## config.mk

```make
export PLATFORM = sky130hd
export DESIGN_NAME = ext_pipe
export DESIGN_NICKNAME = d
export VERILOG_FILES = /design/src/rtl/ext_pipe.sv
export SDC_FILE = /design/constraint.sdc
export NUM_CORES = 1
export LEC_CHECK = 0
export BUFFER_PORTS_ARGS = -buffer_cell sky130_fd_sc_hd__buf_2
export CAP_MARGIN = 15
export CORE_ASPECT_RATIO = 0.9
export CORE_UTILIZATION = 50
export DETAILED_ROUTE_END_ITERATION = 7
export GPL_TIMING_DRIVEN = 0
export MAX_ROUTING_LAYER = met4
export PLACE_DENSITY_LB_ADDON = 0.3
export SLEW_MARGIN = 20
export SYNTH_ARGS = -nofsm -noshare
export SYNTH_HDL_FRONTEND = slang
export SYNTH_SLANG_ARGS = --single-unit
```

## constraint.sdc

```tcl
create_clock -name clk_i -period 4.81 [get_ports clk_i]
set_input_delay 0.481 -clock clk_i [delete_from_list [all_inputs] [get_ports clk_i]]
set_output_delay 0.481 -clock clk_i [all_outputs]
set_load 0.02 [all_outputs]
```

## src/rtl/ext_pipe.sv

```systemverilog
// ext_pipe: pipelined immediate / load-data extender with valid/ready handshake, tag and flush.
// Define EXT_ERR_EN to build a registered misaligned-halfword flag on out_err_o.
module ext_pipe #(
    parameter int unsigned DATA_W = 32,
    parameter int unsigned IMM_W  = 16,
    parameter int unsigned STAGES = 2,
    parameter int unsigned TAG_W  = 5,
    localparam int unsigned AddrW = $clog2(DATA_W / 8)
) (
    input  logic              clk_i,
    input  logic              reset_i,
    input  logic              flush_i,
    input  logic              in_valid_i,
    output logic              in_ready_o,
    input  logic [2:0]        in_op_i,
    input  logic [AddrW-1:0]  in_addr_i,
    input  logic [DATA_W-1:0] in_data_i,
    input  logic [TAG_W-1:0]  in_tag_i,
    output logic              out_valid_o,
    input  logic              out_ready_i,
    output logic [DATA_W-1:0] out_data_o,
    output logic [TAG_W-1:0]  out_tag_o,
    output logic              out_err_o
);
    localparam logic [2:0] OpZext = 3'b000;
    localparam logic [2:0] OpSext = 3'b001;
    localparam logic [2:0] OpLui  = 3'b010;
    localparam logic [2:0] OpLb   = 3'b011;
    localparam logic [2:0] OpLbu  = 3'b100;
    localparam logic [2:0] OpLh   = 3'b101;
    localparam logic [2:0] OpLhu  = 3'b110;

    logic [IMM_W-1:0]  imm;
    logic [7:0]        byte_sel;
    logic [15:0]       half_sel;
    logic [AddrW+2:0]  byte_pos;
    logic [AddrW+2:0]  half_pos;
    logic [DATA_W-1:0] ext_d;

    logic [STAGES-1:0] valid_q;
    logic [DATA_W-1:0] data_q [STAGES];
    logic [TAG_W-1:0]  tag_q  [STAGES];
    logic [STAGES-1:0] load;
    logic [STAGES-1:0] src_valid;
    logic [DATA_W-1:0] src_data [STAGES];
    logic [TAG_W-1:0]  src_tag  [STAGES];

    always_comb begin
        imm      = in_data_i[IMM_W-1:0];
        byte_pos = {in_addr_i, 3'b000};
        // Halfwords are always taken from the aligned pair, even if in_addr_i[0] is set.
        half_pos = {in_addr_i[AddrW-1:1], 4'b0000};
        byte_sel = in_data_i[byte_pos +: 8];
        half_sel = in_data_i[half_pos +: 16];
        case (in_op_i)
            OpZext:  ext_d = {{(DATA_W - IMM_W){1'b0}}, imm};
            OpSext:  ext_d = {{(DATA_W - IMM_W){imm[IMM_W-1]}}, imm};
            OpLui:   ext_d = {imm, {(DATA_W - IMM_W){1'b0}}};
            OpLb:    ext_d = {{(DATA_W - 8){byte_sel[7]}}, byte_sel};
            OpLbu:   ext_d = {{(DATA_W - 8){1'b0}}, byte_sel};
            OpLh:    ext_d = {{(DATA_W - 16){half_sel[15]}}, half_sel};
            OpLhu:   ext_d = {{(DATA_W - 16){1'b0}}, half_sel};
            default: ext_d = in_data_i;
        endcase
    end

    // A stage can load when empty or when everything downstream of it is moving.
    always_comb begin
        load = '0;
        load[STAGES-1] = ~valid_q[STAGES-1] | out_ready_i;
        for (int i = STAGES - 2; i >= 0; i--) begin
            load[i] = ~valid_q[i] | load[i+1];
        end
    end

    always_comb begin
        src_valid[0] = in_valid_i;
        src_data[0]  = ext_d;
        src_tag[0]   = in_tag_i;
        for (int i = 1; i < STAGES; i++) begin
            src_valid[i] = valid_q[i-1];
            src_data[i]  = data_q[i-1];
            src_tag[i]   = tag_q[i-1];
        end
    end

    assign in_ready_o  = load[0] & ~flush_i & ~reset_i;
    assign out_valid_o = valid_q[STAGES-1];
    assign out_data_o  = data_q[STAGES-1];
    assign out_tag_o   = tag_q[STAGES-1];

    always_ff @(posedge clk_i or posedge reset_i) begin
        if (reset_i) begin
            valid_q <= '0;
            for (int i = 0; i < STAGES; i++) begin
                data_q[i] <= '0;
                tag_q[i]  <= '0;
            end
        end else if (flush_i) begin
            valid_q <= '0;
        end else begin
            for (int i = 0; i < STAGES; i++) begin
                if (load[i]) begin
                    valid_q[i] <= src_valid[i];
                    if (src_valid[i]) begin
                        data_q[i] <= src_data[i];
                        tag_q[i]  <= src_tag[i];
                    end
                end
            end
        end
    end

`ifdef EXT_ERR_EN
    logic              err_d;
    logic [STAGES-1:0] err_q;
    logic [STAGES-1:0] src_err;

    assign err_d = ((in_op_i == OpLh) || (in_op_i == OpLhu)) && in_addr_i[0];

    always_comb begin
        src_err[0] = err_d;
        for (int i = 1; i < STAGES; i++) begin
            src_err[i] = err_q[i-1];
        end
    end

    always_ff @(posedge clk_i or posedge reset_i) begin
        if (reset_i) begin
            err_q <= '0;
        end else if (!flush_i) begin
            for (int i = 0; i < STAGES; i++) begin
                if (load[i] && src_valid[i]) begin
                    err_q[i] <= src_err[i];
                end
            end
        end
    end

    assign out_err_o = err_q[STAGES-1];
`else
    assign out_err_o = 1'b0;
`endif
endmodule

```

==> results.txt <==
----------------------------------------------------
[STA]
  Setup total negative slack ... 0 ns
  RSZ-0062 raised after global routing ... false
  Final critical path time including I/O delays and setup ... 2.08 ns
  Tightest Pin Transition ... 0.682 ns
  Maximum operating frequency ... 482 MHz
  Slew margin rel. ... 54.4%
  Pins Over Slew Limit ... 0
  Period utilisation layout ... 43.2%
  Post-Route Skew ... 0.00766 ns
  Fin. Hold Viols ... 0
  Setup-violating endpoint count in the final report ... 0

[Critical path]
  Setup slack, reg-to-reg ... 2.73 ns
  Buf+Inv Stages, Crit Path ... 1
  CP delay by family, top ... simple AND/OR/NAND/NOR gates
  Critical Path AT ... 2.31 ns
  Crit path top cell by count ... sky130_fd_sc_hd__nor2_1
  Standard cell with the maximum stage delay on the critical path ... sky130_fd_sc_hd__clkbuf_1
  Worst setup path class ... reg2reg
  Critical Path Start Type ... flop
  Worst-path maximum fanout ... 10
  Endpoint of the most critical register-to-register path ... data_q[51]
  Worst reg2reg path depth ... 6
  Required time at the worst-slack endpoint ... 5.05 ns
  Slowest Stage Delay on Critical Path ... 0.45 ns
  Reg-to-reg startpoint ... valid_q[1]
  Critical Path Sink Type ... flop
  Critical-path cell list ... nor2b_1 -> and2_1 -> nor2_1 -> clkbuf_1 -> nor2_1 -> a221oi_1
  Source of the critical timing path ... valid_q[1]

[Power]
  Cell internal pwr ... 1.45 mW
  Switching power summed over all nets ... 0.616 mW
  Reg power frac ... 41.8%
  Total power draw ... 2.07 mW
  Worst voltage drop across the vdd grid ... 0.280 mV
  Leakage power of the design ... 2.07 nW
  Clock Power Share ... 27.3%
  Total power per unit cell area ... 447 nW/µm²
  Logic gate share of total power ... 30.9%
  Switching fraction of total power ... 29.8%

[Clock network]
  TritonCTS clock tree ... yes
  Clock-pin slew on the worst setup and hold paths ... 0.08 ns
  Number of levels the H-tree was split into ... 3
  Count of hold buffers inserted by post-cts repair ... 0
  Total number of clock tree sinks ... 76
  Post-CTS Repair Setup Buffers ... 0
  Buffer type at the clock tree root ... sky130_fd_sc_hd__clkbuf_8
  Inserted Clock Buffers ... 9
  Maximum clock path buffer count ... 2
  Insertion delay of the later-clocked pin in the worst-skew pair ... 0.34 ns
  # resized after CTS ... 0

[Global route]
  Aggregate global routing overflow ... 0
  Via count of the first global-routing pass ... 3118
  Largest net degree at the start of global routing ... 40
  Antenna violations before repair ... 0
  First-pass GRT wire length ... 15700 µm
  GRT Overall Usage ... 27.2%

[Yosys]
  Synth Net Count ... 405
  Combined area of all synthesized cells ... 3840 µm²
  Post-synthesis area per instance ... 10.7 µm²
  Register bit total from synthesis ... 76
  Cell count after synthesis ... 358
  Count of unique library cells instantiated by Yosys ... 32
  Count of yosys warnings during synthesis ... 0
  Register area share after synthesis ... 49.5%

[Die]
  Horiz. Die Dim ... 94.4 µm
  Number of top-level pins ... 87
  Die height ... 85.2 µm
  Full die area ... 8040 µm²
  Starting utilization of the core area ... 53.0%
  Core outline area ... 7260 µm²
  Number of standard-cell rows in the floorplan ... 29

[Finish]
  Final core utilization ... 63.8%
  Multi-input gate area ... 1570 µm²
  Combined flip-flop and latch cell area ... 1900 µm²
  Diodes inserted ... 0
  Ratio of cells with drive above 1 in the final layout ... 42.1%
  Fillers ... 623
  Number of cells in the finished layout apart from fillers ... 551
  Syn-to-layout area delta ... 20.4%
  Final-stage net count ... 500
  Design area ... 4630 µm²

[Drt]
  Total DRC errors in the routed layout ... 0
  First-pass iteration count of the detailed router ... 4
  Detailed-route wire length ... 9610 µm
  Post-detailed-route wirelength per cell ... 17.4 µm
  Vias after detailed routing ... 3085
  Routed via count divided by cell count ... 5.60
  DRT antenna net count ... 0
  Starting DRT DRC Count ... 204

[Place]
  Final RePlAce weighted congestion ... 0.896
  Detailed Place HPWL ... 7090 µm
  Standard cell area after detailed placement ... 4400 µm²
  Number of placed cells counting well taps ... 535
  Port Buffers ... 83

[Outcome]
  Outcome ... finished, final reports clean

[Min path]
  Classification of the worst-slack hold path ... in2async

[Flow run]
  Max-Cap Viols ... 0

----------------------------------------------------
power groups by stage:
stage / clock, mW / combinational, mW / sequential [mW]
after CTS: 0.577 / 0.645 / 0.866
after floorplan: 0 / 0.458 / 0.869
after detailed placement: 0 / 0.641 / 0.877
after global routing: 0.603 / 0.697 / 0.884
final: 0.565 / 0.639 / 0.864
after global placement: 0 / 0.627 / 0.868
synth_stat cells:
| cell type | instances | area [µm²] |
|---|---|---|
| sky130_fd_sc_hd__clkbuf_2 | 1 | 5.00 |
| sky130_fd_sc_hd__mux4_2 | 1 | 22.5 |
| sky130_fd_sc_hd__o22a_1 | 8 | 70.1 |
| sky130_fd_sc_hd__buf_6 | 2 | 22.5 |
| sky130_fd_sc_hd__nor3b_1 | 1 | 7.51 |
| sky130_fd_sc_hd__a22oi_1 | 24 | 180 |
| sky130_fd_sc_hd__nand2b_1 | 3 | 18.8 |
| sky130_fd_sc_hd__dfrtp_1 | 76 | 1900 |
| sky130_fd_sc_hd__inv_1 | 2 | 7.51 |
| sky130_fd_sc_hd__clkinv_1 | 1 | 3.75 |
| sky130_fd_sc_hd__nor2_1 | 57 | 214 |
| sky130_fd_sc_hd__and2_1 | 2 | 12.5 |
| sky130_fd_sc_hd__buf_4 | 33 | 248 |
| sky130_fd_sc_hd__o22ai_1 | 8 | 50.1 |
| sky130_fd_sc_hd__mux2_2 | 50 | 563 |
| sky130_fd_sc_hd__maj3_1 | 1 | 10.0 |
| sky130_fd_sc_hd__a22o_1 | 1 | 8.76 |
| sky130_fd_sc_hd__nand2_1 | 21 | 78.8 |
| sky130_fd_sc_hd__a221oi_1 | 24 | 210 |
| sky130_fd_sc_hd__conb_1 | 1 | 3.75 |
| sky130_fd_sc_hd__buf_2 | 7 | 35.0 |
| sky130_fd_sc_hd__o221ai_1 | 1 | 8.76 |
| sky130_fd_sc_hd__nor2b_1 | 3 | 18.8 |
| sky130_fd_sc_hd__a21oi_1 | 10 | 50.1 |
| sky130_fd_sc_hd__and3_1 | 1 | 6.26 |
| sky130_fd_sc_hd__buf_1 | 2 | 7.51 |
| sky130_fd_sc_hd__nor3_1 | 1 | 5.00 |
| sky130_fd_sc_hd__nand3_1 | 2 | 10.0 |
| sky130_fd_sc_hd__clkbuf_1 | 11 | 41.3 |
| sky130_fd_sc_hd__o21ai_1 | 1 | 5.00 |
| sky130_fd_sc_hd__a311o_1 | 1 | 10.0 |
| sky130_fd_sc_hd__xnor2_1 | 1 | 8.76 |
kinds of logic after synthesis:
logic type	synth area share, %
other cells	0.0975
flops	49.5
mux	15.2
buf+inv	9.63
simple gates	9.67
xor+xnor	0.228
compound gates	15.4
fa+ha+maj	0.260
cell usage in the layout, fill, tap and decap left out, types with 2 or more instances in the layout:
cell type and instances:
sky130_fd_sc_hd__nand3_1 2, sky130_fd_sc_hd__a21oi_1 10, sky130_fd_sc_hd__mux2_2 50, sky130_fd_sc_hd__buf_1 2, sky130_fd_sc_hd__nor2b_1 3, sky130_fd_sc_hd__clkinv_2 2
sky130_fd_sc_hd__nand2b_1 3, sky130_fd_sc_hd__a22oi_1 24, sky130_fd_sc_hd__buf_4 33, sky130_fd_sc_hd__nor2_1 57, sky130_fd_sc_hd__clkbuf_8 9, sky130_fd_sc_hd__and2_1 2
sky130_fd_sc_hd__a221oi_1 24, sky130_fd_sc_hd__bufinv_16 3, sky130_fd_sc_hd__clkbuf_1 13, sky130_fd_sc_hd__o22a_1 8, sky130_fd_sc_hd__dfrtp_1 76, sky130_fd_sc_hd__buf_2 90
sky130_fd_sc_hd__buf_6 2, sky130_fd_sc_hd__nand2_1 21, sky130_fd_sc_hd__o22ai_1 8
worst max-delay path by stage:
stage                                to  cells after the start  slack (ns)
after floorplan              data_q[32]                      1        2.39
after global placement    out_data_o[2]                      2        1.60
after detailed placement     data_q[46]                      7        2.53
after CTS                 out_data_o[9]                      5        2.75
after global routing         data_q[54]                      6        2.56
final                        data_q[51]                      6        2.73
routing by layer:
metal	vias up	wire [µm]	GRT usage, %
met5	-	0	-
met4	0	124	9.79
met3	10	664	5.91
met2	118	4450	40.4
met1	1506	4370	36.6
li1	1451	-	-
through the flow:
stage / setup slack [ns] / hold slack, ns
2_1_floorplan: 2.39 / 0.472
3_3_place_gp: 1.60 / 0.480
3_5_place_dp: 2.53 / 0.492
4_1_cts: 2.75 / 0.174
5_1_grt: 2.56 / 0.216
6_report: 2.73 / 0.180
layout make-up:
type | count | share of cell area (%)
Buffer | 56 | 7.75
Sequential cell | 76 | 41.1
Clock inverter | 5 | 2.16
Inverter | 3 | 0.297
Tap cell | 93 | 2.51
Multi-Input combinational cell | 223 | 34.0
Clock buffer | 11 | 2.84
Timing Repair Buffer | 84 | 9.40
sequential cells by signal, indices dropped and copies added, names as in the netlist:
name	flops
out_tag_o	5
src_tag	5
out_data_o	32
data_q	32
valid_q	2
Note: power is estimated with default switching activity, not from simulation.
